<file path="config.mk">
export PLATFORM = sky130hd
export DESIGN_NAME = dcpl_drain_ctrl
export DESIGN_NICKNAME = d
export VERILOG_FILES = /design/src/rtl/dcpl_drain_ctrl_pkg.sv /design/src/rtl/dcpl_drain_ctrl_chan.sv /design/src/rtl/dcpl_drain_ctrl.sv
export SDC_FILE = /design/constraint.sdc
export NUM_CORES = 1
export LEC_CHECK = 0
export BUFFER_PORTS_ARGS = -buffer_cell sky130_fd_sc_hd__buf_2
export CAP_MARGIN = 20
export CORE_AREA = 8 8 214 216
export CTS_CLUSTER_SIZE = 28
export DETAILED_ROUTE_END_ITERATION = 7
export DIE_AREA = 0 0 222 224
export REMOVE_ABC_BUFFERS = 1
export SYNTH_ARGS = -nofsm -noshare
export SYNTH_HDL_FRONTEND = slang
export SYNTH_SLANG_ARGS = --single-unit
</file>
<file path="constraint.sdc">
create_clock -name xclk -period 2.8 [get_ports xclk]
set_input_delay 0.56 -clock xclk [delete_from_list [all_inputs] [get_ports xclk]]
set_output_delay 0.56 -clock xclk [all_outputs]
set_load 0.02 [all_outputs]
</file>
<file path="src/rtl/dcpl_drain_ctrl_pkg.sv">
// Shared types for the decouple/drain controller.
package lynxTypes;

   typedef enum logic [1:0] {
      ACTIVE,
      DRAIN,
      WAIT_CMPL,
      DECOUPLED
   } dcpl_state_t;

endpackage

</file>
<file path="src/rtl/dcpl_drain_ctrl_chan.sv">
// Per-channel tracking: mid-packet flag, outstanding request counter and gating.
module dcpl_chan_track #(
   parameter int unsigned CNT_BITS = 6
) (
   input  logic xclk,
   input  logic xreset,
   input  logic pass_all,
   input  logic drain,
   input  logic s_axis_tvalid,
   output logic s_axis_tready,
   input  logic s_axis_tlast,
   output logic m_axis_tvalid,
   input  logic m_axis_tready,
   input  logic s_req_valid,
   output logic s_req_ready,
   output logic m_req_valid,
   input  logic m_req_ready,
   input  logic s_cmpl,
   output logic mid_pkt,
   output logic cnt_zero
);

   logic [CNT_BITS-1:0] cnt;
   logic                str_en;
   logic                req_en;
   logic                axis_hs;
   logic                cnt_inc;
   logic                cnt_dec;

   // an open packet may finish while draining; a saturated counter blocks requests in any state
   assign str_en  = pass_all | (drain & mid_pkt);
   assign req_en  = pass_all & ~(&cnt);

   assign m_axis_tvalid = s_axis_tvalid & str_en;
   assign s_axis_tready = m_axis_tready & str_en;
   assign m_req_valid   = s_req_valid & req_en;
   assign s_req_ready   = m_req_ready & req_en;

   assign axis_hs  = s_axis_tvalid & m_axis_tready & str_en;
   assign cnt_inc  = s_req_valid & m_req_ready & req_en;
   assign cnt_dec  = s_cmpl & (cnt != '0);
   assign cnt_zero = (cnt == '0);

   always_ff @(posedge xclk or posedge xreset) begin
      if (xreset) begin
         mid_pkt <= 1'b0;
         cnt     <= '0;
      end else begin
         if (axis_hs)
            mid_pkt <= ~s_axis_tlast;
         case ({cnt_inc, cnt_dec})
            2'b10:   cnt <= cnt + 1'b1;
            2'b01:   cnt <= cnt - 1'b1;
            default: cnt <= cnt;
         endcase
      end
   end

endmodule

</file>
<file path="src/rtl/dcpl_drain_ctrl.sv">
// Decouple controller: drains open stream packets and outstanding DMA requests
// before isolating the dynamic region from the static side.
module dcpl_drain_ctrl
   import lynxTypes::*;
#(
   parameter int unsigned N_CHAN        = 2,
   parameter int unsigned N_SYNC        = 2,
   parameter int unsigned CNT_BITS      = 6,
   parameter int unsigned TMO_BITS      = 16,
   parameter int unsigned AXI_DATA_BITS = 64,
   parameter int unsigned REQ_BITS      = 64
) (
   input  logic                                        xclk,
   input  logic                                        xreset,
   input  logic                                        s_decouple_req,
   output logic                                        m_decouple_ack,
   output logic                                        m_timeout,
   input  logic [N_CHAN-1:0]                           s_axis_tvalid,
   output logic [N_CHAN-1:0]                           s_axis_tready,
   input  logic [N_CHAN-1:0][AXI_DATA_BITS-1:0]        s_axis_tdata,
   input  logic [N_CHAN-1:0][AXI_DATA_BITS/8-1:0]      s_axis_tkeep,
   input  logic [N_CHAN-1:0]                           s_axis_tlast,
   output logic [N_CHAN-1:0]                           m_axis_tvalid,
   input  logic [N_CHAN-1:0]                           m_axis_tready,
   output logic [N_CHAN-1:0][AXI_DATA_BITS-1:0]        m_axis_tdata,
   output logic [N_CHAN-1:0][AXI_DATA_BITS/8-1:0]      m_axis_tkeep,
   output logic [N_CHAN-1:0]                           m_axis_tlast,
   input  logic [N_CHAN-1:0]                           s_req_valid,
   output logic [N_CHAN-1:0]                           s_req_ready,
   input  logic [N_CHAN-1:0][REQ_BITS-1:0]             s_req_data,
   output logic [N_CHAN-1:0]                           m_req_valid,
   input  logic [N_CHAN-1:0]                           m_req_ready,
   output logic [N_CHAN-1:0][REQ_BITS-1:0]             m_req_data,
   input  logic [N_CHAN-1:0]                           s_cmpl
);

   dcpl_state_t         state;
   logic [N_SYNC-1:0]   sync_q;
   logic                req_s;
   logic [TMO_BITS-1:0] tmo_cnt;
   logic [TMO_BITS-1:0] tmo_nxt;
   logic                tmo_last;
   logic [N_CHAN-1:0]   mid_pkt;
   logic [N_CHAN-1:0]   cnt_zero;
   logic                any_mid;
   logic                all_zero;
   logic                pass_all;
   logic                drain;

   assign m_axis_tdata = s_axis_tdata;
   assign m_axis_tkeep = s_axis_tkeep;
   assign m_axis_tlast = s_axis_tlast;
   assign m_req_data   = s_req_data;

   assign req_s    = sync_q[N_SYNC-1];
   assign any_mid  = |mid_pkt;
   assign all_zero = &cnt_zero;
   assign pass_all = (state == ACTIVE);
   assign drain    = (state == DRAIN);
   assign tmo_nxt  = tmo_cnt + 1'b1;
   assign tmo_last = &tmo_nxt;

   for (genvar i = 0; i < N_CHAN; i++) begin : g_chan
      dcpl_chan_track #(.CNT_BITS(CNT_BITS)) u_track (
         .xclk          (xclk),
         .xreset        (xreset),
         .pass_all      (pass_all),
         .drain         (drain),
         .s_axis_tvalid (s_axis_tvalid[i]),
         .s_axis_tready (s_axis_tready[i]),
         .s_axis_tlast  (s_axis_tlast[i]),
         .m_axis_tvalid (m_axis_tvalid[i]),
         .m_axis_tready (m_axis_tready[i]),
         .s_req_valid   (s_req_valid[i]),
         .s_req_ready   (s_req_ready[i]),
         .m_req_valid   (m_req_valid[i]),
         .m_req_ready   (m_req_ready[i]),
         .s_cmpl        (s_cmpl[i]),
         .mid_pkt       (mid_pkt[i]),
         .cnt_zero      (cnt_zero[i])
      );
   end

   always_ff @(posedge xclk or posedge xreset) begin
      if (xreset)
         sync_q <= '0;
      else
         sync_q <= {sync_q[N_SYNC-2:0], s_decouple_req};
   end

   // timeout fires on the cycle the counter reaches all-ones, i.e. 2^TMO_BITS-1 cycles after DRAIN entry
   always_ff @(posedge xclk or posedge xreset) begin
      if (xreset) begin
         state          <= ACTIVE;
         tmo_cnt        <= '0;
         m_decouple_ack <= 1'b0;
         m_timeout      <= 1'b0;
      end else begin
         case (state)
            ACTIVE: begin
               if (req_s) begin
                  state   <= DRAIN;
                  tmo_cnt <= '0;
               end
            end
            DRAIN: begin
               if (!req_s) begin
                  state          <= ACTIVE;
                  m_decouple_ack <= 1'b0;
                  m_timeout      <= 1'b0;
               end else if (tmo_last) begin
                  state          <= DECOUPLED;
                  tmo_cnt        <= tmo_nxt;
                  m_decouple_ack <= 1'b1;
                  m_timeout      <= 1'b1;
               end else begin
                  tmo_cnt <= tmo_nxt;
                  if (!any_mid)
                     state <= WAIT_CMPL;
               end
            end
            WAIT_CMPL: begin
               if (!req_s) begin
                  state          <= ACTIVE;
                  m_decouple_ack <= 1'b0;
                  m_timeout      <= 1'b0;
               end else if (all_zero) begin
                  state          <= DECOUPLED;
                  m_decouple_ack <= 1'b1;
               end else if (tmo_last) begin
                  state          <= DECOUPLED;
                  tmo_cnt        <= tmo_nxt;
                  m_decouple_ack <= 1'b1;
                  m_timeout      <= 1'b1;
               end else begin
                  tmo_cnt <= tmo_nxt;
               end
            end
            DECOUPLED: begin
               if (!req_s) begin
                  state          <= ACTIVE;
                  m_decouple_ack <= 1'b0;
                  m_timeout      <= 1'b0;
               end
            end
            default: begin
               state          <= ACTIVE;
               m_decouple_ack <= 1'b0;
            end
         endcase
      end
   end

endmodule

</file>
Word-level counts from Yosys, hierarchy flattened
Cells that the tools add are included.
{"block": "totals", "register_bits": 36, "input_bits": 287, "output_inout_bits": 284, "word_cells": 102}
{"block": "op_classes", "addsub": 5, "eq_ne": 15, "n_mux": 27, "n_bitwise": 28, "n_reduce_logical": 18}
{"op": "$mux 16", "count": 4}
{"op": "$pmux 16 s3", "count": 1}
{"op": "$pmux 6 s2", "count": 2}
{"op": "$and 1x1->1", "count": 22}
{"op": "$add 16x1->16 const B", "count": 1}
{"op": "$mux 2", "count": 8}
{"op": "$reduce_and 16->1", "count": 1}
{"op": "$add 6x1->6 const B", "count": 2}
{"op": "$logic_not 6->1", "count": 2}
{"op": "$reduce_and 6->1", "count": 2}
{"op": "$reduce_bool 6->1", "count": 2}
{"op": "$sub 6x1->6 const B", "count": 2}
{"op": "$ne 2x2->1 const B", "count": 5}
{"op": "$mux 1", "count": 9}
{"op": "$eq 2x2->1 const B", "count": 4}
{"op": "$ne 4x4->1 const B", "count": 2}
{"op": "$pmux 2 s4", "count": 1}
{"op": "$eq 2x1->1 const B", "count": 3}
{"op": "$pmux 1 s3", "count": 2}
{"op": "$reduce_bool 3->1", "count": 2}
{"op": "$reduce_and 5->1", "count": 1}
{"op": "$not 1->1", "count": 4}
{"op": "$reduce_and 2->1", "count": 2}
{"op": "$reduce_and 4->1", "count": 1}
{"op": "6 further kinds", "count": 8}

Longest topological paths before layout
{"block": "depth", "word_depth": 6, "mapped_depth": 14, "mapped_depth_nobuf": 13}

Cells and area by module
From an unflattened synthesis, not the netlist that was laid out.
{"block": "hier_totals", "hier_cells": 605, "hier_area_um2": 4874.7}
{"module": "dcpl_drain_ctrl", "instances": 1, "cells_each": 477, "area_each_um2": 3708.6}
{"module": "dcpl_chan_track", "instances": 2, "cells_each": 64, "area_each_um2": 583.1}

Least setup slack after synthesis
OpenSTA, ideal clock, no wires.
{"block": "synth_path", "path_kind": "register -> register", "startpoint": "register g_chan[1].u_track.cnt[3]", "endpoint": "register g_chan[1].u_track.cnt[4]", "setup_ns": 0.126, "t_arrival_ns": 2.463, "required_time_ns": 2.674, "path_slack_ns": 0.212, "stages_incl_launch_ff": 13, "path_buffers": 2, "synth_period_minus_slack_ns": 2.588, "path_cell_list": "dfrtp_1 -> clkbuf_1 -> nor3_1 -> a21boi_0 -> ha_1 -> clkbuf_1 -> xor2_1 -> ha_1 -> nand2_1 -> mux2i_1 -> a221oi_1 -> nor2_1 -> xor2_1"}
{"block": "synth_via", "elab_chain_cells": 6, "word_cells_on_any_way": 12}
{"item": "start, declared", "line": "dcpl_drain_ctrl_chan.sv:23", "source": "logic [CNT_BITS-1:0] cnt;"}
{"item": "start signal, assigned", "line": "dcpl_drain_ctrl_chan.sv:52", "source": "2'b10: cnt <= cnt + 1'b1;"}
{"item": "start signal, assigned", "line": "dcpl_drain_ctrl_chan.sv:53", "source": "2'b01: cnt <= cnt - 1'b1;"}
{"item": "start signal, assigned", "line": "dcpl_drain_ctrl_chan.sv:54", "source": "default: cnt <= cnt;"}
{"item": "$reduce_and 6->1", "line": "dcpl_drain_ctrl_chan.sv:32", "source": "assign req_en = pass_all & ~(&cnt);"}
{"item": "$not 1->1", "line": "dcpl_drain_ctrl_chan.sv:32"}
{"item": "$and 1x1->1", "line": "dcpl_drain_ctrl_chan.sv:32"}
{"item": "$and 1x1->1", "line": "dcpl_drain_ctrl_chan.sv:40", "source": "assign cnt_inc = s_req_valid & m_req_ready & req_en;"}
{"item": "$eq 2x1->1 or $eq 2x2->1 (tied branches)", "line": "dcpl_drain_ctrl_chan.sv:51", "source": "case ({cnt_inc, cnt_dec})"}
{"item": "$pmux 6 s2 or $reduce_bool 2->1 (tied branches)"}
Several ways; a longest one is shown, not always the timed one.
A chain may end at the register's enable or synchronous reset.

Worst setup path after layout
{"block": "layout_path", "startpoint": "register state[0]", "endpoint": "register g_chan[1].u_track.cnt[5]"}
{"block": "layout_via", "elab_chain_cells": 5, "word_cells_on_any_way": 7}
{"item": "start, declared", "line": "dcpl_drain_ctrl.sv:37", "source": "dcpl_state_t state;"}
{"item": "start signal, assigned", "line": "dcpl_drain_ctrl.sv:94", "source": "state <= ACTIVE;"}
{"item": "start signal, assigned", "line": "dcpl_drain_ctrl.sv:102", "source": "state <= DRAIN;"}
{"item": "start signal, assigned", "line": "dcpl_drain_ctrl.sv:108", "source": "state <= ACTIVE;"}
{"item": "$logic_not 2->1 (*)", "line": "dcpl_drain_ctrl.sv:58", "source": "assign pass_all = (state == ACTIVE);"}
{"item": "$and 1x1->1 (*)", "line": "dcpl_drain_ctrl_chan.sv:32"}
{"item": "$and 1x1->1 (*)", "line": "dcpl_drain_ctrl_chan.sv:40"}
{"item": "$eq 2x1->1 or $eq 2x2->1 (tied branches)", "line": "dcpl_drain_ctrl_chan.sv:51"}
{"item": "$pmux 6 s2 or $reduce_bool 2->1 (tied branches)"}
Every way passes the cells marked *; elsewhere a longest branch is shown, timed or not.

==> results.txt <==
ys async rst share: 100%
Hold Crit Class: reg2reg
R2R Path Start: state[0]
Worst Setup SP: state[0]
Core Region: 42,500 um2
fill cell count: 4,908
final WL: 88,400 um
Rel. slew slack: 64.0%
crit path kind: reg2reg
#FFs+latches synth: 36
Synth Area in XOR/XNOR: 4.01%
final hold viol count: 0
Post-synth top flop: dfrtp_1
Clock Skew: 0.00531 ns
FF-to-FF End: g_chan[1].u_track.cnt[5]
syn avg cell area: 8.12 um2
R2R Setup Slk: 0.25 ns
max cap viols: 0
Die ar.: 49,700 um2
Post-route DRC: 0
maximum clock frequency: 392 MHz
crit path launch type: register
worst path required time: 3.01 ns
Post-synth EDFFs: 0
post-cts sizing count: 0
GRT overflow: 0
Post-CTS Setup Inserts: 0
share of layout cells above drive strength 1: 23.1%
Crit path arrival time: 2.76 ns
Initial DRC Count: 444
Worst setup endpoint: g_chan[1].u_track.cnt[5]
Final ANT Viol Nets: 0
Tmin final: 2.55 ns
synthesized cell area: 4770 um2
mux cell area share after synthesis: 0.892%
Post-Synthesis Cells: 587
drt wl/cell: 99.5 um
clock latency on the worst-skew pair: 0.29 ns
CTS root buf: clkbuf_16
Final period util: 91.1%
Vias: 3,810
Die Width: 222 um
Final HPWL DP: 85,900 um
RePlAce Congestion: 1.27
Die Span Y: 224 um
largest net degree at the start of global routing: 37
Yosys Warn Count: 0
CTS Hold Bufs: 0
Total Nets Final: 641
Worst-Margin Slew: 0.540 ns
Starting Density: 11.2%
Crit. End Element: register
Syn-to-layout area delta: -22.6%
sequential fraction of the synthesis area: 18.9%
final-report max-slew violation count: 0
IR drop worst, VDD: 242 uV
Post-Synth Adder-Cell Area: 3.41%
worst-path fanout max: 4
post-layout util: 8.68%
Synth Area in Compound Gates: 11.8%
first-pass GRT wire length: 97,100 um
Reg2Reg Depth: 12
RSZ-0062 raised after global routing: no
Longest Clk Path Bufs: 2
vias in the first global route: 3,309
clock sinks: 36
CTS Buf Count: 5
DR pass1 iterations: 4
Total GRT Usage: 34.4%
top cells by area, synth: buf_4, dfrtp_1, ha_1, xor2_1, nor2_1
number of inserted diodes: 0
status: finished clean
Leak: 1.40 nW
Hold Slack: 0.354 ns
cell row count: 76
Final setup viols: 0
largest family of logic cells by synthesized area: buffers and inverters
Simple-Gate Fraction of Synth Area: 13.7%
Final Power: 3.12 mW
# port buffers: 26
Distinct cells, synth: 63
post-synth top area share: 44.4%
Via density: 4.29
CTS tree: yes
H-tree depth: 2
pwr/cell area: 847 nW/um2
IO Count: 571
Clock transition at path regs: 0.06 ns
initial antenna violation count: 1
largest area contributor in the netlist: buf_4
-- metal layers --
layer  up-vias  GRT usage [%]  share of wire [%]
met4        38           35.5                 14
met3       225           50.2                 29
li1       1158              -                  -
met5         -           25.0                1.8
met1      1493           6.90                8.4
met2       896           57.8                 47
-- cell usage after synthesis (all sizes together), types with 2 or more instances --
cell      n
nand3b    2
a41oi     3
nor2     25
nor3     13
mux2i     2
or2       3
o21a      4
nand4     7
inv      17
o22ai     2
or3       4
a21oi    19
and2      3
nor2b     6
a21boi    2
clkbuf    9
nand2    24
a31oi     8
a221oi    2
nand3    11
mux2      2
and2b     2
a22o      4
nor4      3
dfrtp    36
xor2     14
nand2b    3
ha       13
a21o      5
o41ai     2
nor3b     2
buf     289
a21bo     2
o31ai     6
xnor2     7
o21ai    19
and3b     2
-- state kept, by name, indices dropped and copies added (netlist names) --
| signal | cells |
|---|---|
| g_chan.u_track.cnt | 12 |
| g_chan.u_track.mid_pkt | 2 |
| m_decouple_ack | 1 |
| m_timeout | 1 |
| state | 2 |
| sync_q | 2 |
| tmo_cnt | 16 |
-- cells in the final DEF (no fill, tap or decap), types with 13 or more instances in the layout --
cell,netlist,layout
buf_4,282,19
dfrtp_1,36,36
buf_2,7,26
nand2_1,24,24
nor2_1,25,25
xor2_1,13,13
ha_1,13,13
a21oi_1,18,17
inv_1,16,14
o21ai_0,18,18
-- logic make-up after synthesis --
family | after synthesis
flip-flops | 36
AND/OR/NAND/NOR | 114
AO/OA/AOI/OAI | 84
multiplexers | 4
adder cells (fa/ha/maj) | 13
XOR/XNOR | 21
buffers and inverters | 315
-- area by class of cell --
cell class / instances / area, um2 / share of cell area, %
clock buffer: 7 / 143 / 3.86
clock inverter: 1 / 7.51 / 0.203
inverter: 17 / 63.8 / 1.73
multi-input combinational: 236 / 1620 / 43.9
sequential: 36 / 901 / 24.4
tap: 546 / 683 / 18.5
timing repair buffer: 45 / 273 / 7.39
-- critical path, stage by stage (launching register included) --
cell and delay [ns]:
dfrtp_1 0.41, inv_2 0.10, ha_1 0.18, o21ai_0 0.12
nor2_1 0.18, nand2_1 0.10, ha_1 0.23, and3b_1 0.22
o21a_1 0.14, a21oi_1 0.07, or3_1 0.38, a21oi_2 0.18
xor2_1 0.17
-- worst min-delay path by stage --
stage | from | to | cells past startpoint
6_report | sync_q[0] | sync_q[1] | 0
5_1_grt | sync_q[0] | sync_q[1] | 0
4_1_cts | sync_q[0] | sync_q[1] | 0
3_5_place_dp | sync_q[0] | sync_q[1] | 0
3_3_place_gp | sync_q[0] | sync_q[1] | 0
2_1_floorplan | sync_q[0] | sync_q[1] | 0
-- report_power, final --
group	internal [mW]	leakage [nW]	total, mW	switching [mW]
Clock	0.355	0.0701	0.599	0.243
Sequential	0.670	0.459	0.887	0.216
Combinational	0.690	0.868	1.64	0.949
Total	1.72	1.40	3.12	1.41
-- metrics by stage --
step / setup slack, ns / setup TNS (ns) / instance area, um2 / instances
2_1_floorplan: -0.0122 / -0.0122 / 2580 / 289
3_3_place_gp: 0.239 / 0 / 3540 / 880
3_5_place_dp: 0.246 / 0 / 3540 / 880
4_1_cts: 0.218 / 0 / 3690 / 888
5_1_grt: 0.0218 / 0 / 3690 / 888
6_report: 0.248 / 0 / 3690 / 888
Note: power is estimated with default switching activity, not from simulation.
